[src/rtl/bcd_serial_tx_if.sv]
// Digit input bus of the serial BCD transmitter.
// valid/ready: a digit transfers on a rising clock edge where DIN_VALID and
// DIN_READY are both high; DIN is ignored whenever DIN_VALID is low.
interface bcd_serial_tx_if;
  logic [3:0] DIN;
  logic       DIN_VALID;
  logic       DIN_READY;

  modport master (output DIN, output DIN_VALID, input DIN_READY);
  modport slave  (input DIN, input DIN_VALID, output DIN_READY);
endinterface

[src/rtl/bcd_serial_tx.sv]
// Serial BCD digit transmitter: FIFO-buffered digits are shifted onto LINEA
// one bit per clock, with FRAME/LAST markers and an optional inter-digit gap.
module bcd_serial_tx #(
  parameter int DEPTH     = 4,
  parameter int GAP       = 0,
  parameter bit MSB_FIRST = 1'b1,
  localparam int CW = $clog2(DEPTH + 1),
  localparam int PW = (DEPTH > 1) ? $clog2(DEPTH) : 1
) (
  input  logic           clock,
  input  logic           RESET_G,
  bcd_serial_tx_if.slave bus,
  input  logic           ERR_CLR,
  output logic           LINEA,
  output logic           FRAME,
  output logic           LAST,
  output logic           BUSY,
  output logic           ERR,
  output logic [CW-1:0]  COUNT,
  output logic [1:0]     state_dbg
);

  typedef enum logic [1:0] {
    ST_IDLE  = 2'd0,
    ST_SHIFT = 2'd1,
    ST_GAP   = 2'd2
  } state_t;

  localparam logic [CW-1:0] DEPTH_C = CW'(DEPTH);
  localparam logic [3:0]    GAP_C   = 4'(GAP);

  state_t          state_q, state_d;
  logic [3:0]      mem_q [DEPTH];
  logic [3:0]      mem_d [DEPTH];
  logic [PW-1:0]   wr_ptr_q, wr_ptr_d;
  logic [PW-1:0]   rd_ptr_q, rd_ptr_d;
  logic [CW-1:0]   count_q, count_d;
  logic [3:0]      cur_q, cur_d;
  logic [2:0]      bitcnt_q, bitcnt_d;
  logic [3:0]      gapcnt_q, gapcnt_d;
  logic            linea_q, linea_d;
  logic            frame_q, frame_d;
  logic            last_q, last_d;
  logic            err_q, err_d;

  logic            ready, accept, push, reject, start;
  logic [3:0]      head;

  // Selects the k-th wire bit of a digit (k = 0 is sent first).
  function automatic logic pick(input logic [3:0] d, input logic [1:0] k);
    pick = MSB_FIRST ? d[2'd3 - k] : d[k];
  endfunction

  // No bypass: a pop in the same cycle never makes a full FIFO ready.
  assign ready  = ~RESET_G & (count_q < DEPTH_C);
  assign accept = bus.DIN_VALID & ready;
  assign push   = accept & (bus.DIN <= 4'd9);
  assign reject = accept & (bus.DIN > 4'd9);
  assign head   = mem_q[rd_ptr_q];

  always_comb begin
    state_d  = state_q;
    cur_d    = cur_q;
    bitcnt_d = bitcnt_q;
    gapcnt_d = gapcnt_q;
    linea_d  = 1'b0;
    frame_d  = 1'b0;
    last_d   = 1'b0;
    start    = 1'b0;

    unique case (state_q)
      ST_IDLE: start = (count_q != '0);
      ST_SHIFT: begin
        if (bitcnt_q != 3'd4) begin
          linea_d  = pick(cur_q, bitcnt_q[1:0]);
          frame_d  = 1'b1;
          last_d   = (bitcnt_q == 3'd3);
          bitcnt_d = bitcnt_q + 3'd1;
        end else if ((GAP_C == 4'd0) && (count_q != '0)) begin
          start = 1'b1;
        end else if (GAP_C != 4'd0) begin
          state_d  = ST_GAP;
          gapcnt_d = 4'd1;
        end else begin
          state_d = ST_IDLE;
        end
      end
      ST_GAP: begin
        // The cycle that leaves SHIFT is the first gap cycle.
        if (gapcnt_q != GAP_C) begin
          gapcnt_d = gapcnt_q + 4'd1;
        end else begin
          start   = (count_q != '0);
          state_d = ST_IDLE;
        end
      end
      default: state_d = ST_IDLE;
    endcase

    if (start) begin
      cur_d    = head;
      linea_d  = pick(head, 2'd0);
      frame_d  = 1'b1;
      bitcnt_d = 3'd1;
      state_d  = ST_SHIFT;
    end

    mem_d    = mem_q;
    wr_ptr_d = wr_ptr_q;
    rd_ptr_d = rd_ptr_q;
    if (push) begin
      mem_d[wr_ptr_q] = bus.DIN;
      wr_ptr_d        = wr_ptr_q + PW'(1);
    end
    if (start) rd_ptr_d = rd_ptr_q + PW'(1);
    count_d = count_q + CW'(push) - CW'(start);

    // A reject in the same cycle as ERR_CLR keeps the flag set.
    err_d = reject | (err_q & ~ERR_CLR);
  end

  always_ff @(posedge clock) begin
    if (RESET_G) begin
      state_q  <= ST_IDLE;
      mem_q    <= '{default: '0};
      wr_ptr_q <= '0;
      rd_ptr_q <= '0;
      count_q  <= '0;
      cur_q    <= '0;
      bitcnt_q <= '0;
      gapcnt_q <= '0;
      linea_q  <= 1'b0;
      frame_q  <= 1'b0;
      last_q   <= 1'b0;
      err_q    <= 1'b0;
    end else begin
      state_q  <= state_d;
      mem_q    <= mem_d;
      wr_ptr_q <= wr_ptr_d;
      rd_ptr_q <= rd_ptr_d;
      count_q  <= count_d;
      cur_q    <= cur_d;
      bitcnt_q <= bitcnt_d;
      gapcnt_q <= gapcnt_d;
      linea_q  <= linea_d;
      frame_q  <= frame_d;
      last_q   <= last_d;
      err_q    <= err_d;
    end
  end

  assign bus.DIN_READY = ready;
  assign LINEA         = linea_q;
  assign FRAME         = frame_q;
  assign LAST          = last_q;
  assign ERR           = err_q;
  assign COUNT         = count_q;
  assign BUSY          = (count_q != '0) | (state_q != ST_IDLE);
  assign state_dbg     = state_q;

endmodule
[src/flat_wrapper.sv]
// flat-port wrapper written by rule: the top's interface ports become plain ports
module bcd_serial_tx_flat 
#(
  parameter int DEPTH     = 4,
  parameter int GAP       = 0,
  parameter bit MSB_FIRST = 1'b1,
  localparam int CW = $clog2(DEPTH + 1),
  localparam int PW = (DEPTH > 1) ? $clog2(DEPTH) : 1
)
  (clock, RESET_G, ERR_CLR, LINEA, FRAME, LAST, BUSY, ERR, COUNT, state_dbg, bus_DIN, bus_DIN_VALID, bus_DIN_READY);
  bcd_serial_tx_if bus_i ();
  input  logic clock;
  input  logic RESET_G;
  input  logic ERR_CLR;
  output logic LINEA;
  output logic FRAME;
  output logic LAST;
  output logic BUSY;
  output logic ERR;
  output logic [CW-1:0] COUNT;
  output logic [1:0] state_dbg;
  input wire logic [$bits(bus_i.DIN)-1:0] bus_DIN;
  input wire logic [$bits(bus_i.DIN_VALID)-1:0] bus_DIN_VALID;
  output wire logic [$bits(bus_i.DIN_READY)-1:0] bus_DIN_READY;
  assign bus_i.DIN = bus_DIN;
  assign bus_i.DIN_VALID = bus_DIN_VALID;
  assign bus_DIN_READY = bus_i.DIN_READY;
  bcd_serial_tx #(.DEPTH(DEPTH), .GAP(GAP), .MSB_FIRST(MSB_FIRST)) u_core (.clock(clock), .RESET_G(RESET_G), .bus(bus_i), .ERR_CLR(ERR_CLR), .LINEA(LINEA), .FRAME(FRAME), .LAST(LAST), .BUSY(BUSY), .ERR(ERR), .COUNT(COUNT), .state_dbg(state_dbg));
endmodule
[config.mk]
export PLATFORM = sky130hd
export DESIGN_NAME = bcd_serial_tx_flat
export DESIGN_NICKNAME = d
export VERILOG_FILES = /design/src/rtl/bcd_serial_tx_if.sv /design/src/rtl/bcd_serial_tx.sv /design/src/flat_wrapper.sv
export SDC_FILE = /design/constraint.sdc
export NUM_CORES = 1
export LEC_CHECK = 0
export CAP_MARGIN = 20
export CORE_ASPECT_RATIO = 0.7
export CORE_MARGIN = 2
export CORE_UTILIZATION = 35
export DETAILED_ROUTE_END_ITERATION = 6
export GPL_ROUTABILITY_DRIVEN = 0
export PLACE_DENSITY = 0.55
export SETUP_SLACK_MARGIN = 0.1
export SKIP_CTS_REPAIR_TIMING = 1
export SLEW_MARGIN = 20
export SYNTH_ARGS = -nofsm -noshare
export SYNTH_HDL_FRONTEND = slang
export SYNTH_SLANG_ARGS = --single-unit
export TNS_END_PERCENT = 20
[constraint.sdc]
create_clock -name clock -period 2.55 [get_ports clock]
set_input_delay 0.765 -clock clock [delete_from_list [all_inputs] [get_ports clock]]
set_output_delay 0.765 -clock clock [all_outputs]
set_load 0.03 [all_outputs]
[Yosys cells after proc, flatten, opt, wreduce, memory -nomap -nowiden]
Cells that the tools add are included.
Cells by class
  add/sub/neg operators: 7
  $mul: 0
  divide/modulo/power cells: 0
  magnitude comparators: 7
  eq/ne operators: 11
  shift operators: 0
  multiplexer cells: 26
  bitwise logic cells: 14
  reduce and logical (&&, ||, !) cells: 14
Operator list (number)
  16-bit bitwise mux: 1
  1-bit 2-to-1 mux: 14
  4-bit 2-to-1 mux: 3
  3-bit by 2-bit != test with 1-bit output (second input constant): 3
  4-bit binary-select mux with 2-bit select: 1
  4-bit demux with 2-bit select: 1
  4-bit AND reduction: 2
  3-bit greater-or-equal comparator (second input constant): 2
  2-bit 2-to-1 mux: 3
  2-bit != test (second input constant): 3
  2-bit NOT with 3-bit output: 2
  2-bit case mux with 3 select lines: 1
  2-bit AND reduction: 3
  2-bit nonzero test: 3
  1-bit AND: 5
  1-bit NOT: 5
  2-bit by 1-bit adder with 2-bit output (second input constant): 2
  4-bit by 1-bit adder with 4-bit output (second input constant): 1
  4-bit greater-than comparator (second input constant): 1
  4-bit less-or-equal comparator (second input constant): 1
  4-bit nonzero test: 1
  3-bit by 1-bit adder with 3-bit output: 1
  3-bit by 1-bit adder with 3-bit output (second input constant): 1
  3-bit by 2-bit == test with 1-bit output (second input constant): 1
  other kinds (17): 18
Storage, ports and cells
  register bits: 40
  bits in latches: 0
  bits in writable memories: 0
  memory bits (read-only): 0
  bits of input ports: 8
  output and inout port bits: 11
  logic and storage cells: 96
  memories: 0

[Logic depth before layout (Yosys ltp)]
  depth after elaboration: 6
  gate-level depth with buffers: 10
  depth with buffers taken out: 9

[Worst setup path after synthesis]
OpenSTA, ideal clock, no wires.
  path type: in2out
  start: in RESET_G
  end: out bus_DIN_READY
  data arrival time: 1674 ps
  slack: 111 ps
  stages on the path: 4
  cell sequence: buf_2 -> buf_2 -> buf_2 -> nor2_1
On the way
  longest elaborated chain between the ends: 2
Ends and longest elaborated chain
  start, declared: line flat_wrapper.sv:13  | input logic RESET_G;
  1-bit NOT: line bcd_serial_tx.sv:55  | assign ready = ~RESET_G & (count_q < DEPTH_C);
  1-bit AND: line bcd_serial_tx.sv:55
  end, declared: line flat_wrapper.sv:24  | output wire logic [$bits(bus_i.DIN_READY)-1:0] bus_DIN_READY;
Every way passes these cells.

[Worst setup path in the final report]
Same ends and word-level chain as after synthesis.

==> run_results.csv <==
group,metric,value,unit
placed_design,port-buffer-count,17,
clock_network,clock_sinks,35,
status,outcome,"finished clean",
route,first_iter_violations,50,
sta,finalHoldViolCount,0,
sta,period_needed,2470,ps
global_route,grt_pass1_vias,1291,
sta,fin_crit_sh,96.8,%
sta,fin_setup_tns,0,ps
yosys,synth_fp_nets,197,
clock_network,clk_path_buf_depth,2,
setup_path,r2r_slack,530,ps
clock_network,clk_latency,290,ps
route,vias,1379,
setup_path,path_class,"in -> out",
hold_path,hold_path_class,"reg -> reg",
setup_path,crit_chain,"clkdlybuf4s50_1 > buf_12 > nor2_1 > buf_4",
yosys,ys_types,36,
setup_path,end_kind,"output pin",
yosys,async_flop_share,0,%
global_route,grt_pass1_wl,6460,um
final_layout,nFillCells,482,
clock_network,cts_tree,"built",
floorplan,io_pins,19,
final_layout,num_antenna_cells,0,
global_route,grt_start_max_net_pins,23,
setup_path,crit_path_top_delay_cell,"clkdlybuf4s50_1",
yosys,synth_compound_area_share,25.4,%
floorplan,dieArea,5710,um^2
clock_network,cts-htree-levels,2,
final_layout,fin_nets,215,
pwr,p_leak,0.766,nW
final_layout,instances_no_fill,267,
route,wl_per_cell,14.7,um
yosys,synth_xor_xnor_area_share,0.980,%
yosys,synth_edf_count,0,
clock_network,cts_made_buffers,5,
clock_network,cts-root-buf,"clkbuf_8",
floorplan,die_h,63.8,um
final_layout,regArea,702,um^2
yosys,syn_avg_cell_area,9.93,um^2
final_layout,area_growth,19.7,%
global_route,grtUsageTotal,15.0,%
yosys,synth-simple-area-share,10.1,%
route,routed_wl,3920,um
yosys,ys_warn_count,0,
pwr,power_density,877,nW/um^2
floorplan,rows,21,
route,drt_first_pass_iters,5,
clock_network,clk_pin_slew,60,ps
setup_path,cp.required,1790,ps
global_route,antenna_found_initial,0,
sta,whs,482,ps
route,vias_per_cell,5.16,
sta,setup_viol,0,
flow_run,maxCapViolCount,0,
yosys,synthCells,180,
setup_path,arrival,1700,ps
final_layout,multiInputGateArea,903,um^2
floorplan,core-area,4860,um^2
floorplan,die_w,89.4,um
yosys,synthAdderAreaFrac,6.72,%
yosys,yosysSeqAreaShare,39.2,%
setup_path,cp_slowest_stage_delay,530,ps
placed_design,hpwl,2790,um
yosys,synth-seq-cells,35,
sta,fmax,0.405,GHz
setup_path,critPathMaxFanout,22,
final_layout,drive_gt1_share,25.3,%
yosys,synth_top_flop_cell,"dfxtp_1",
sta,skew,9.16,ps
yosys,synth_top_family_by_area,"compound AO/OA/AOI/OAI gates",
floorplan,start_util,36.8,%
global_route,overflow,0,
sta,rsz0062_at_grt,"true",
placed_design,placed_cells,260,
yosys,synthMuxAreaShare,6.86,%
sta,slew_violations,0,
route,ant_nets,0,
route,drc_errors,0,
yosys,netlist_area,1790,um^2
pwr,peakVddDrop,0.000480,V
setup_path,start_kind,"primary input",
-- worst paths after layout --
path | startpoint | to | depth (start not counted)
worst max-delay path | RESET_G | bus_DIN_READY | 4
worst min-delay path | u_core.cur_q[1] | u_core.cur_q[1] | 2
worst max register to register | u_core.bitcnt_q[0] | u_core.COUNT[1] | 9
worst min register to register | u_core.cur_q[1] | u_core.cur_q[1] | 2
-- flip-flops by register name, summed over array words and instances (netlist names) --
name              count
u_core.ERR            1
u_core.LINEA          1
u_core.rd_ptr_q       2
u_core.wr_ptr_q       2
u_core.state_dbg      1
u_core.LAST           1
u_core.bitcnt_q       3
u_core.mem_q         16
u_core.COUNT          3
u_core.cur_q          4
u_core.FRAME          1
-- cell families after synthesis --
logic type,count (synthesis)
AO/OA/AOI/OAI,58
XOR/XNOR,2
adder cells (fa/ha/maj),9
buffers and inverters,40
flip-flops,35
multiplexers,6
other,1
AND/OR/NAND/NOR,29
-- layout by cell type (no fill, tap or decap) --
cell              n
nor3_1            2
ha_1              8
o21a_1            1
nand2b_1          1
dfxtp_1          34
a31o_2           16
a21boi_2          1
a31o_1            1
nor2b_1           3
a311oi_2          1
buf_4            10
xnor2_1           2
nand2_1           3
o21ai_2           1
o21ai_0           7
a311oi_1         16
conb_1            1
or3_1             3
clkdlybuf4s50_1  16
nand3_1           6
a21oi_1          11
nor3b_1           1
clkbuf_8          6
nor3b_4           1
nor3_2            1
dfxtp_2           1
fa_1              1
clkinv_2          1
nor2_1            6
a211oi_1          1
mux2i_1           1
or3b_4            1
mux4_2            5
a21bo_2           1
inv_1            23
a2111oi_2         1
nor2_8            1
buf_12            2
-- layout make-up --
cell class                      count  share of cell area [%]
Tap cell                           69                    4.03
Sequential cell                    35                    32.8
Inverter                           23                    4.03
Timing Repair Buffer               28                    12.9
Clock inverter                      1                   0.234
Clock buffer                        6                    3.86
Multi-Input combinational cell    105                    42.2
-- Yosys cell counts (all sizes together), types with 2 or more instances --
cell type | n | share of area [%]
inv | 23 | 4.8
ha | 8 | 5.6
buf | 11 | 4.3
dfxtp | 35 | 39
a311oi | 17 | 8.7
o21ai | 8 | 2.4
nand2 | 3 | 0.63
a31o | 17 | 8.3
clkbuf | 6 | 1.5
mux4 | 5 | 6.3
nor3 | 3 | 0.84
nand3 | 6 | 1.7
nor2b | 3 | 1.0
nor2 | 7 | 2.4
a21oi | 11 | 3.1
xnor2 | 2 | 0.98
nor3b | 2 | 1.5
or3 | 3 | 1.0
-- power breakdown --
| group | total [mW] | switching (mW) | leakage (nW) | internal (mW) |
|---|---|---|---|---|
| sequential | 0.740 | 0.112 | 0.285 | 0.628 |
| combinational | 0.735 | 0.399 | 0.433 | 0.335 |
| clock | 0.403 | 0.191 | 0.0470 | 0.212 |
-- routing by layer --
metal,routed length (um),global-route usage (%),up-vias
li1,-,-,687
met4,20,6.16,0
met3,125,4.26,4
met2,1750,20.8,21
met5,0,0,-
met1,2030,21.8,667
-- critical path: cells and delay by family --
kind | cells | cell delay (ps)
simple gates | 1 | 60
buf+inv | 3 | 880
-- per-stage QoR --
stage	utilization [%]	power [mW]	instance area [um^2]	worst slack, ps
floorplan	-	1.27	1790	111
global placement	41.9	1.47	2030	-7.15
detailed placement	41.9	1.48	2030	-70.7
CTS	43.7	1.89	2120	10.7
global route	44.0	2.01	2140	49.2
finish	44.0	1.88	2140	81.7
Power figures use the tool's default switching activity.
